### config.mk
export PLATFORM = sky130hd
export DESIGN_NAME = fetch_buffer
export DESIGN_NICKNAME = d
export VERILOG_FILES = /design/src/rtl/fetch_buffer.sv
export SDC_FILE = /design/constraint.sdc
export NUM_CORES = 1
export LEC_CHECK = 0
export CORE_AREA = 2 2 222 224
export DETAILED_ROUTE_END_ITERATION = 6
export DIE_AREA = 0 0 224 226
export GPL_TIMING_DRIVEN = 0
export SLEW_MARGIN = 20
export SYNTH_ARGS = -nofsm -noshare
export SYNTH_HDL_FRONTEND = slang
export SYNTH_SLANG_ARGS = --single-unit
export TNS_END_PERCENT = 100
### constraint.sdc
create_clock -name clock -period 4.5 [get_ports clock]
set_input_delay 0.675 -clock clock [delete_from_list [all_inputs] [get_ports clock]]
set_output_delay 0.675 -clock clock [all_outputs]
set_load 0.005 [all_outputs]
### src/rtl/fetch_buffer.sv
// Instruction fetch queue: fetches sequentially from imem into a DEPTH-entry
// circular buffer of {pc, instr}, presents the head to decode, and flushes on redirect.
module fetch_buffer #(
   parameter int unsigned         DEPTH    = 4,
   parameter int unsigned         ADDR_W   = 32,
   parameter int unsigned         INSTR_W  = 32,
   parameter logic [ADDR_W-1:0]   RESET_PC = '0,
   parameter logic [INSTR_W-1:0]  NOP      = 32'h21000000
) (
   input  logic                          clock,
   input  logic                          reset,
   output logic [ADDR_W-1:0]             imem_addr,
   output logic                          imem_req,
   input  logic [INSTR_W-1:0]            imem_instr,
   input  logic                          imem_stall,
   output logic                          out_valid,
   input  logic                          out_ready,
   output logic [INSTR_W-1:0]            out_instr,
   output logic [ADDR_W-1:0]             out_pc,
   input  logic                          redirect,
   input  logic [ADDR_W-1:0]             redirect_pc,
   output logic [$clog2(DEPTH+1)-1:0]    count
);

   localparam int unsigned PTR_W = $clog2(DEPTH);
   localparam int unsigned CNT_W = $clog2(DEPTH + 1);
   localparam logic [CNT_W-1:0] FULL = CNT_W'(DEPTH);

   logic [ADDR_W-1:0]  pc_mem    [DEPTH];
   logic [INSTR_W-1:0] instr_mem [DEPTH];

   logic [ADDR_W-1:0]  fetch_pc_q;
   logic [PTR_W-1:0]   wr_ptr_q;
   logic [PTR_W-1:0]   rd_ptr_q;
   logic [CNT_W-1:0]   count_q;

   logic               pop;
   logic               push;

   // Head outputs come from registered state only; NOP/0 mask an empty queue.
   always_comb begin
      out_valid = (count_q != '0);
      out_instr = NOP;
      out_pc    = '0;
      if (out_valid) begin
         out_instr = instr_mem[rd_ptr_q];
         out_pc    = pc_mem[rd_ptr_q];
      end
   end

   always_comb begin
      pop       = out_valid & out_ready;
      imem_req  = (count_q < FULL) | pop;
      push      = imem_req & ~imem_stall & ~redirect;
      imem_addr = fetch_pc_q;
      count     = count_q;
   end

   always_ff @(posedge clock) begin
      if (push) begin
         pc_mem[wr_ptr_q]    <= fetch_pc_q;
         instr_mem[wr_ptr_q] <= imem_instr;
      end
   end

   // Redirect wins over push, pop and stall: any same-cycle pop is treated as done.
   always_ff @(posedge clock or negedge reset) begin
      if (!reset) begin
         fetch_pc_q <= RESET_PC;
         wr_ptr_q   <= '0;
         rd_ptr_q   <= '0;
         count_q    <= '0;
      end else if (redirect) begin
         fetch_pc_q <= redirect_pc;
         wr_ptr_q   <= '0;
         rd_ptr_q   <= '0;
         count_q    <= '0;
      end else begin
         if (push) begin
            fetch_pc_q <= fetch_pc_q + ADDR_W'(1);
            wr_ptr_q   <= wr_ptr_q + PTR_W'(1);
         end
         if (pop) begin
            rd_ptr_q <= rd_ptr_q + PTR_W'(1);
         end
         case ({push, pop})
            2'b10:   count_q <= count_q + CNT_W'(1);
            2'b01:   count_q <= count_q - CNT_W'(1);
            default: count_q <= count_q;
         endcase
      end
   end

endmodule

==> flow_summary.ini <==
[route]
met3_wirelength_mm = 2.08
via_count = 6764
met2_length_mm = 14.2
wirelength_met1_mm = 14.2
first_pass_iters = 5
ant_nets = 0
highest_layer = met5
drtIter0Drc = 469
wl_per_cell_um = 20.3
routed_wl_mm = 31.0
via_per_inst = 4.43
drc = 0

[cts]
worstSkewPairLatency_ns = 0.53
ctsHtreeMaxLevel = 2
cts-root-buf = clkbuf_16
cts_resized = 0
cts.clk_slew.worst_paths_ns = 0.06
cts_setup_buffers = 0
clock_path_buffers = 3
cts_tree = built
cts_inserted_buffers = 35
cts.sinks = 295
hold_buffers = 0

[sta]
worst_pin_slew_ns = 1.01
rsz0062_at_grt = false
max_freq_mhz = 259
period_needed_ns = 3.86
slew_headroom = 0.328
drv_slew = 0
finalHoldViolations = 0
timing.hold.ws_ns = 0.148
min_period_over_period = 0.857
setup_viol = 0
fin_skew_ns = 0.0240

[setup_path]
arrival_ns = 3.18
cp-end-kind = primary output
r2r_slack_ns = 1.95
required_ns = 3.83
crit_path_max_fanout = 10
worstSetupPathType = reg2out
critPathLaunchType = register

[cells_and_area]
fill_cells = 4651
stdcell_count = 1528
drive_gt1_frac = 0.169
diodes = 0
multi_input_area_um2 = 3130
layout_commonest_cell = edfxtp_1
nets = 955
design_area_um2 = 15700
seq_area_um2 = 8660
final_cell_mix = edfxtp_1 (256), clkdlybuf4s50_1 (167), mux4_2 (64), and2_1 (64), dfrtp_1 (39)
syn2layout_area_growth_pct = 31.3

[place]
place_inst = 1465
dp_hpwl_mm = 20.2
portBuffers = 168
place_area_um2 = 14500
gp_congestion = 0.769

[logic_synthesis]
syn_avg_cell_area_um2 = 17.9
ys_seq_area_frac = 0.724
ys_warn_count = 0
yosysUniqueCellTypes = 47
synth_area_um2 = 12000
synthCells = 670
synth-seq-cells = 295
syn_nets = 745

[power_and_ir_drop]
ir_worst_vdd_mv = 0.249
fin_total_pwr_mw = 8.38
leakagePower_nw = 5.13
powerDensity_nw_per_um2 = 533

[floorplanning]
die_x_um = 224
start_util = 0.247
rows = 81
die_h_um = 226
core_um2 = 48300
die_area_um2 = 50600
ioPinCount = 170

[grt]
grt_pass1_vias = 7034
grt_pass1_wl_mm = 45.9
grt_overflow = 0
grt_use_total = 0.123
antenna_found_initial = 2
grt_max_degree = 39

[flow_run]
drv_cap = 0

[status]
status = complete, no violations

[hold_path]
hp-class = in2async
==> through the flow <==
stage / TNS (ns) / utilization / worst slack (ns)
2_1_floorplan: 0 / - / 1.28
3_3_place_gp: -214.33 / 0.298 / -0.868
3_5_place_dp: 0 / 0.301 / 1.15
4_1_cts: 0 / 0.325 / 0.595
5_1_grt: 0 / 0.325 / 0.418
6_report: 0 / 0.325 / 0.644
==> worst paths after layout <==
kind,startpoint,to,depth (start not counted)
max in group asynchronous,reset,rd_ptr_q[1],2
hold / removal,reset,imem_addr[17],1
setup / recovery,count[1],out_pc[29],6
setup reg to reg,count[2],instr_mem[0][26],4
min in group clock,redirect,imem_addr[12],2
hold reg to reg,wr_ptr_q[0],wr_ptr_q[0],2
==> synth_stat cells, drive strengths merged <==
library cell	number	area share
edfxtp	256	0.64
and3	11	0.0061
o311ai	1	0.00073
xor2	19	0.014
o31ai	5	0.0031
nor3	4	0.0021
clkinv	1	0.00031
nand3	14	0.0063
nor2	19	0.0060
xnor2	6	0.0044
dfrtp	39	0.082
and2	69	0.036
o31a	2	0.0015
nand4b	1	0.00073
mux2	1	0.00094
a31oi	7	0.0037
clkbuf	22	0.0072
or4	6	0.0038
nor4	3	0.0016
nand2	36	0.011
nand4	12	0.0063
and4	6	0.0048
mux2i	3	0.0025
or2	5	0.0026
fa	1	0.0017
buf	12	0.0048
a21oi	3	0.0013
nand2b	1	0.00052
o211ai	1	0.00063
mux4	64	0.12
nor2b	1	0.00052
inv	8	0.0025
o21ai	22	0.0092
or3	3	0.0021
a311oi	1	0.00073
ha	5	0.0052
==> metal layers <==
layer,track usage,vias to the layer above
li1,-,3055
met4,0.0280,4
met3,0.0338,42
met2,0.193,229
met1,0.171,3434
met5,0,-
==> cell type report <==
type                       count  share of cell area
sequential                   295               0.551
clock inverter                21              0.0145
multi-input combinational    332               0.199
timing repair buffer         173               0.115
tap                          622              0.0495
inverter                       9             0.00215
clock buffer                  42              0.0594
buffer                        34             0.00916
==> registers in the layout, summed over array words and instances, names as in the netlist <==
| register | cells |
|---|---|
| instr_mem | 128 |
| pc_mem | 128 |
| imem_addr | 32 |
| count | 3 |
| rd_ptr_q | 2 |
| wr_ptr_q | 2 |
==> logic make-up (layout without fill, tap and decap cells) <==
kind of cell    Yosys count  after routing  synth area share
simple gates            191            191            0.0908
flops                   295            295             0.724
xor+xnor                 25             25            0.0183
compound gates           42             42            0.0208
mux                      68             68             0.124
fa+ha+maj                 6              6           0.00690
buf+inv                  43            279            0.0149
==> critical path, stage by stage (launching register included) <==
cell             delay (ns)
dfrtp_1                0.46
nor3_1                 0.64
inv_1                  0.12
clkbuf_1               0.33
clkbuf_1               0.36
and2_1                 0.24
clkdlybuf4s50_1        0.50
==> where the power goes <==
group          switching [mW]  internal [mW]
combinational            1.00           1.26
sequential              0.126           3.16
clock                    1.11           1.72
total                    2.24           6.14
Note: power is estimated with default switching activity, not from simulation.
